<file path="src/rtl/alu_issue_arbiter.sv">
// Round-robin arbiter sharing one ALU between two issue slots, with one registered output stage.
// Optional ALU_ARB_AGE_EN adds per-slot starvation counters that force a grant after STARVE_LIMIT losses.
module alu_issue_arbiter #(
    parameter int XLEN         = 32,
    parameter int TAG_W        = 4,
    parameter int STARVE_LIMIT = 3
) (
    input  logic                  clk,
    input  logic                  reset,
    input  logic [1:0]            req_valid,
    output logic [1:0]            req_ready,
    input  logic [1:0][6:0]       req_itype_i,
    input  logic [1:0][2:0]       req_funct3_i,
    input  logic [1:0][6:0]       req_funct7_i,
    input  logic [1:0][XLEN-1:0]  req_src1_i,
    input  logic [1:0][XLEN-1:0]  req_src2_i,
    input  logic [1:0][TAG_W-1:0] req_tag_i,
    output logic                  alu_valid,
    input  logic                  alu_ready,
    output logic [6:0]            alu_itype,
    output logic [2:0]            alu_funct3,
    output logic [6:0]            alu_funct7,
    output logic [XLEN-1:0]       alu_src1,
    output logic [XLEN-1:0]       alu_src2,
    output logic [TAG_W-1:0]      alu_tag,
    output logic                  alu_src_id,
    input  logic                  flush
);

    typedef enum logic {
        EMPTY = 1'b0,
        FULL  = 1'b1
    } state_e;

    typedef struct packed {
        logic [6:0]       itype;
        logic [2:0]       funct3;
        logic [6:0]       funct7;
        logic [XLEN-1:0]  src1;
        logic [XLEN-1:0]  src2;
        logic [TAG_W-1:0] tag;
        logic             src_id;
    } uop_t;

    state_e     state_q, state_d;
    uop_t       uop_q, uop_d;
    logic       ptr_q, ptr_d;
    logic       can_accept;
    logic       any_valid;
    logic       gnt_slot;
    logic [1:0] grant;
    logic       xfer;

`ifdef ALU_ARB_AGE_EN
    localparam logic [1:0] STARVE_MAX = 2'(STARVE_LIMIT);
    logic [1:0][1:0] starve_q, starve_d;
`else
    logic [31:0] unused_starve_limit;
    assign unused_starve_limit = 32'(STARVE_LIMIT);
`endif

    // NOTE: every always_comb output gets a default first so no path can infer a latch.
    always_comb begin
        can_accept = (state_q == EMPTY) | alu_ready;
        any_valid  = |req_valid;
        if (&req_valid) gnt_slot = ptr_q;
        else            gnt_slot = req_valid[1];
`ifdef ALU_ARB_AGE_EN
        // A saturated slot overrides the pointer; slot 0 wins a tie.
        if (req_valid[0] && starve_q[0] == STARVE_MAX)      gnt_slot = 1'b0;
        else if (req_valid[1] && starve_q[1] == STARVE_MAX) gnt_slot = 1'b1;
`endif
        grant = 2'b00;
        if (any_valid) grant[gnt_slot] = 1'b1;

        // Held low while reset is asserted so no handshake can complete into a clearing stage.
        req_ready = (can_accept && !flush && reset) ? grant : 2'b00;
        xfer      = |(req_valid & req_ready);

        if (xfer)                   state_d = FULL;
        else if (flush | alu_ready) state_d = EMPTY;
        else                        state_d = state_q;

        uop_d = uop_q;
        if (xfer) begin
            uop_d.itype  = req_itype_i[gnt_slot];
            uop_d.funct3 = req_funct3_i[gnt_slot];
            uop_d.funct7 = req_funct7_i[gnt_slot];
            uop_d.src1   = req_src1_i[gnt_slot];
            uop_d.src2   = req_src2_i[gnt_slot];
            uop_d.tag    = req_tag_i[gnt_slot];
            uop_d.src_id = gnt_slot;
        end

        ptr_d = xfer ? ~gnt_slot : ptr_q;
    end

`ifdef ALU_ARB_AGE_EN
    always_comb begin
        starve_d = starve_q;
        for (int i = 0; i < 2; i++) begin
            if (flush) begin
                starve_d[i] = 2'd0;
            end else if (xfer) begin
                if (gnt_slot == 1'(i))
                    starve_d[i] = 2'd0;
                else if (req_valid[i] && starve_q[i] != STARVE_MAX)
                    starve_d[i] = starve_q[i] + 2'd1;
            end
        end
    end

    always_ff @(posedge clk or negedge reset) begin
        if (!reset) starve_q <= '0;
        else        starve_q <= starve_d;
    end
`endif

    // NOTE: sequential state uses non-blocking assignments so all flops update from pre-edge values.
    // NOTE: payload flops are reset too, because the outputs must read zero while the stage is cleared.
    always_ff @(posedge clk or negedge reset) begin
        if (!reset) begin
            state_q <= EMPTY;
            uop_q   <= '0;
            ptr_q   <= 1'b0;
        end else begin
            state_q <= state_d;
            uop_q   <= uop_d;
            ptr_q   <= ptr_d;
        end
    end

    assign alu_valid  = (state_q == FULL);
    assign alu_itype  = uop_q.itype;
    assign alu_funct3 = uop_q.funct3;
    assign alu_funct7 = uop_q.funct7;
    assign alu_src1   = uop_q.src1;
    assign alu_src2   = uop_q.src2;
    assign alu_tag    = uop_q.tag;
    assign alu_src_id = uop_q.src_id;

endmodule
</file>
<file path="config.mk">
export PLATFORM = sky130hd
export DESIGN_NAME = alu_issue_arbiter
export DESIGN_NICKNAME = d
export VERILOG_FILES = /design/src/rtl/alu_issue_arbiter.sv
export SDC_FILE = /design/constraint.sdc
export NUM_CORES = 1
export LEC_CHECK = 0
export CAP_MARGIN = 20
export CELL_PAD_IN_SITES_DETAIL_PLACEMENT = 0
export CELL_PAD_IN_SITES_GLOBAL_PLACEMENT = 1
export CORE_MARGIN = 2
export CORE_UTILIZATION = 29
export CTS_CLUSTER_SIZE = 40
export DETAILED_ROUTE_END_ITERATION = 7
export PLACE_DENSITY_LB_ADDON = 0.12
export SYNTH_ARGS = -nofsm -noshare
export SYNTH_HDL_FRONTEND = slang
export SYNTH_SLANG_ARGS = --single-unit
</file>
<file path="constraint.sdc">
create_clock -name clk -period 4.7 [get_ports clk]
set_input_delay 1.175 -clock clk [delete_from_list [all_inputs] [get_ports clk]]
set_output_delay 1.175 -clock clk [all_outputs]
set_load 0.1 [all_outputs]
</file>
### Word-level counts from Yosys, hierarchy flattened

Index checks and enable logic that the tools add are counted.
Widths: inputs -> output; s select.

| operators by class | value |
|---|---|
| bitwise gates (word level) | 5 |
| multiplexer cells | 19 |
| reduce and logical (&&, ||, !) cells | 8 |
| $lt $le $gt $ge | 2 |

Operators by type and width:

| operator | count |
|---|---|
| $mux 32 | 4 |
| $mux 7 | 4 |
| $mux 4 | 2 |
| $mux 3 | 2 |
| $mux 1 | 4 |
| $mux 2 | 2 |
| $reduce_or 2->1 | 2 |
| $logic_and 1x1->1 | 3 |
| $and 2x2->2 | 1 |
| $lt 1x2->1 const B | 1 |
| $not 1->1 | 2 |
| $or 1x1->1 | 2 |
| $reduce_and 2->1 | 1 |
| $reduce_bool 2->1 | 1 |
| $demux 1 s1 | 1 |
| $ge 1x1->1 const B | 1 |
| $logic_not 1->1 | 1 |

| storage, ports and cells | value |
|---|---|
| register bits after elaboration | 88 |
| input bits | 176 |
| output and inout port bits | 89 |

### Depth between registers and ports, before layout

| depth | value |
|---|---|
| word-level depth | 11 |
| gate-level depth with buffers | 5 |
| gate-level depth less buffers | 3 |

### Least setup slack after synthesis

Ideal clock, no wire load.

| path | value |
|---|---|
| kind | input -> output |
| from | input flush |
| to | output req_ready[0] |
| arrival | 2.343 ns |
| data required time | 3.525 ns |
| buffers on the path | 2 |
| slack | 1.182 ns |
| stages | 4 |
| path through | nand2b_1 > buf_2 > nor3_2 > buf_2 |

| between the ends | value |
|---|---|
| word-level cells in the longest chain between the ends | 4 |

Ends and longest elaborated chain:

| element | line | text |
|---|---|---|
| start: declaration | 27 | `input logic flush` |
| $logic_not 1->1 | 77 | `req_ready = (can_accept && !flush && reset) ? grant : 2'b00;` |
| $logic_and 1x1->1 (2 in series) | 77 |  |
| $mux 2 | 77 |  |
| end: declaration | 11 | `output logic [1:0] req_ready,` |

No other way between the ends.

### Worst setup path in the final report

| path | value |
|---|---|
| from | input flush |
| to | output req_ready[1] |

Same word-level chain as after synthesis.

==> results.rst <==
.. list-table::
   :header-rows: 1

   * - Metric
     - Value
   * - Setup Total Neg Slack
     - 0 ps
   * - Commonest non-fill, non-tap cells in the layout
     - sky130_fd_sc_hd__clkdlybuf4s50_1 (261), sky130_fd_sc_hd__dfrtp_1 (88), sky130_fd_sc_hd__o31a_1 (78), sky130_fd_sc_hd__a221o_1 (78), sky130_fd_sc_hd__buf_4 (10)
   * - Largest net degree at the start of global routing
     - 80
   * - Placement row count
     - 43
   * - Sink of the worst hold path
     - alu_src_id$_DFFE_PN0P_
   * - Clock Latency Late Sink
     - 340 ps
   * - Via Count
     - 4,026
   * - Starting density of the core
     - 29.8%
   * - Portion of the clock cycle consumed by the worst path in the final layout
     - 80.3%
   * - Unrepaired setup endpoints after global routing
     - false
   * - Post-CTS Setup Repair Bufs
     - 0
   * - CTS resizes
     - 0
   * - Cell internal pwr
     - 1.88 mW
   * - Busiest grt layer
     - met2
   * - Fraction of power spent switching nets
     - 49.3%
   * - Peak per-stage delay on the critical path
     - 440 ps
   * - Reg-to-Reg Start
     - alu_valid$_DFFE_PN0P_
   * - First-pass iteration count of the detailed router
     - 4
   * - Sort of element at the start of the critical path
     - input pin
   * - Worst Clk Skew
     - 4.54 ps
   * - Antenna-violating nets left
     - 0
   * - Filler cell count in the final layout
     - about 1,300
   * - Register cell area after layout
     - ~2200 um^2
   * - Via count of the first global-routing pass
     - 4,247
   * - Max-cap viol count
     - 0
   * - Average via count per standard cell
     - about 5.4
   * - Data arrival at the endpoint of the critical path
     - 2600 ps
   * - Number of synthesized flops with an enable pin
     - 0
   * - Number of hold buffers added after CTS
     - 0
   * - Vert. Die Dim
     - approximately 120 um
   * - RePlAce Congestion
     - 0.745
   * - Cell chain of the critical path
     - clkdlybuf4s50_1 > nand2b_4 > nor4_4 > buf_12
   * - Post-synth top area share
     - a little over half
   * - Most common library cell in the layout ignoring fill and taps
     - sky130_fd_sc_hd__clkdlybuf4s50_1
   * - Depth of the most critical reg-to-reg path
     - 5
   * - Horizontal die dimension
     - 124 um
   * - Met3 track demand over resource
     - 5.72%
   * - Max-slew headroom at the worst pin
     - 27.0%
   * - Start point of the worst min-delay path
     - alu_src_id$_DFFE_PN0P_
   * - Die area
     - around 15,000 um^2
   * - Root buffer cell
     - sky130_fd_sc_hd__clkbuf_16
   * - Average cell area after synthesis
     - 13.1 um^2
   * - DRC errors left
     - 0
   * - Sequential power share
     - a little over a quarter
   * - GRT Resource Usage Total
     - 19.4%
   * - Share of flip-flops with an asynchronous set or reset
     - 100%
   * - Boundary pin count
     - 265
   * - FMAX
     - approximately 260 MHz
   * - Hold Crit Depth
     - 1
   * - Syn nets
     - 493
   * - Run status
     - completed
   * - Crit-path slowest cell
     - sky130_fd_sc_hd__clkdlybuf4s50_1
   * - Top cells by area, synth
     - sky130_fd_sc_hd__dfrtp_1 (53%), sky130_fd_sc_hd__a221o_1 (19%), sky130_fd_sc_hd__o31a_1 (16%), sky130_fd_sc_hd__buf_6 (2.2%), sky130_fd_sc_hd__clkbuf_1 (1.9%)
   * - Critical path launch point
     - flush
   * - Warnings, synthesis
     - 0
   * - Final hold violation count
     - 0
   * - Htree depth
     - 3
   * - Starting DRT DRC Count
     - between 200 and 250
   * - Hold Worst Slack
     - 513 ps
   * - TritonCTS Sinks
     - 88
   * - Buffers from clock root to sink, at most
     - 2
   * - Static leakage
     - 2.80 nW
   * - Detailed placer's ending HPWL
     - 10,100 um
   * - Synthesized cell area
     - 4150 um^2
   * - Req. time, crit path
     - 3520 ps
   * - Remaining Overflow, GRT
     - 0
   * - Fraction of met2 tracks used by global routing
     - 32.8%
   * - Power per cell area
     - 520 nW/um^2
   * - Proportion of layout cells with a drive suffix above 1
     - ~5.4%
   * - Global-route wire length before repair
     - 22,900 um
   * - Post-layout nets
     - 733
   * - Combinational share of power
     - 55.4%
   * - Flip-flop cell with the highest count after synthesis
     - sky130_fd_sc_hd__dfrtp_1
   * - Clk slew on worst S/H paths
     - 60 ps
   * - Kind of path behind the tightest hold check
     - reg2reg
   * - Footprint of the multi-input gates
     - 1720 um^2
   * - M1 GR Usage
     - 23.6%
   * - Tmin final
     - 3780 ps
   * - Core region area
     - 13,900 um^2
   * - Synth-to-layout area growth
     - 72.1%
   * - Routed length per instance
     - about 21 um
   * - Slew @ Worst Pin
     - 1090 ps
   * - Detailed Route WL
     - 15,200 um
   * - Clock buffer count from CTS
     - 9
   * - Kind of end point of the critical path
     - primary output
   * - Clk network pwr share
     - 17.4%
   * - Number of synthesized register bits
     - 88
   * - Max-slew violation total from the final report
     - 0
   * - TritonCTS clock tree
     - yes
   * - Setup-violating endpoint count in the final report
     - 0
   * - Synthesized netlist cell count
     - 317
   * - Top fanout value on the critical path
     - 36
   * - Number of buffers added on ports
     - roughly 260
   * - Register-to-register setup slack
     - 2500 ps
   * - Worst supply voltage drop on vdd
     - 0.000225 V
   * - Number of antenna diodes
     - 0
   * - Yosys top cell by area
     - sky130_fd_sc_hd__dfrtp_1
   * - Number of distinct library cell variants in the gate-level netlist after synthesis
     - 20
   * - Power spent charging and discharging nets
     - 1.83 mW
   * - Crit Path Class
     - in2out
   * - Endpoint of the worst-slack reg-to-reg timing path
     - alu_itype[2]$_DFFE_PN0P_
   * - Antenna violations before repair
     - 0
   * - Register area share after synthesis
     - roughly 53%
[logic make-up after synthesis]
logic type / share of synthesized area (%)
AO/OA/AOI/OAI: 39.0
AND/OR/NAND/NOR: 1.78
buffers and inverters: 6.13
flip-flops: 53.1
[registers in the layout, summed over array words and instances, names as in the netlist]
signal,count
alu_tag,4
ptr_q,1
alu_funct3,3
alu_valid,1
alu_src2,32
alu_funct7,7
alu_src1,32
alu_itype,7
alu_src_id,1
[worst max path at each step]
stage | slack [ps] | endpoint | depth (start not counted)
floorplan | 1180 | req_ready[0] | 4
finish | 920 | req_ready[1] | 4
global route | 870 | req_ready[1] | 4
global placement | 940 | req_ready[1] | 4
detailed placement | 930 | req_ready[1] | 4
CTS | 930 | req_ready[1] | 4
[cell usage after synthesis (2+ instances only)]
| cell type | n |
|---|---|
| sky130_fd_sc_hd__a21o_1 | 2 |
| sky130_fd_sc_hd__a221o_1 | 78 |
| sky130_fd_sc_hd__a2bb2oi_1 | 7 |
| sky130_fd_sc_hd__buf_2 | 14 |
| sky130_fd_sc_hd__buf_6 | 8 |
| sky130_fd_sc_hd__clkbuf_1 | 21 |
| sky130_fd_sc_hd__dfrtp_1 | 88 |
| sky130_fd_sc_hd__nor2_1 | 2 |
| sky130_fd_sc_hd__nor2b_1 | 2 |
| sky130_fd_sc_hd__nor3_2 | 2 |
| sky130_fd_sc_hd__o31a_1 | 78 |
| sky130_fd_sc_hd__o32ai_1 | 7 |
[final cells by class]
type	count	share of cell area (%)
multi-input cells	183	24.1
well taps	180	3.16
clock inverters	1	0.0701
inverters	2	0.105
clock buffers	13	3.51
flip-flops and latches	88	30.9
repair buffers	273	38.2
[layer usage]
layer	share of wire, %	up-vias	routed length, um
met3	8.7	16	1320
met4	1.8	0	274
met2	49	173	7480
met1	40	1999	6100
li1	-	1838	-
met5	0	-	0
[power groups by stage]
stage	combinational, mW	sequential (mW)	clock [mW]
floorplan	0.322	2.18	0
global placement	2.06	1.01	0
detailed placement	2.06	1.02	0
CTS	2.07	1.01	0.675
global route	2.13	1.03	0.707
finish	2.06	1.01	0.647
[worst max-delay path, delay by kind of cell]
family / cells / cell delay [ps]
AND/OR/NAND/NOR: 2 / 760
buffers and inverters: 2 / 660
[through the flow]
stage	util, %	setup slack (ps)	cells	cell area, um^2	total power [mW]
finish	51.2	924	740	7140	3.71
global route	51.2	865	740	7140	3.86
CTS	51.2	926	740	7140	3.75
detailed placement	49.4	933	726	6880	3.08
global placement	49.4	942	726	6880	3.07
floorplan	-	1180	317	4150	2.50
(Power assumes the default switching activity.)
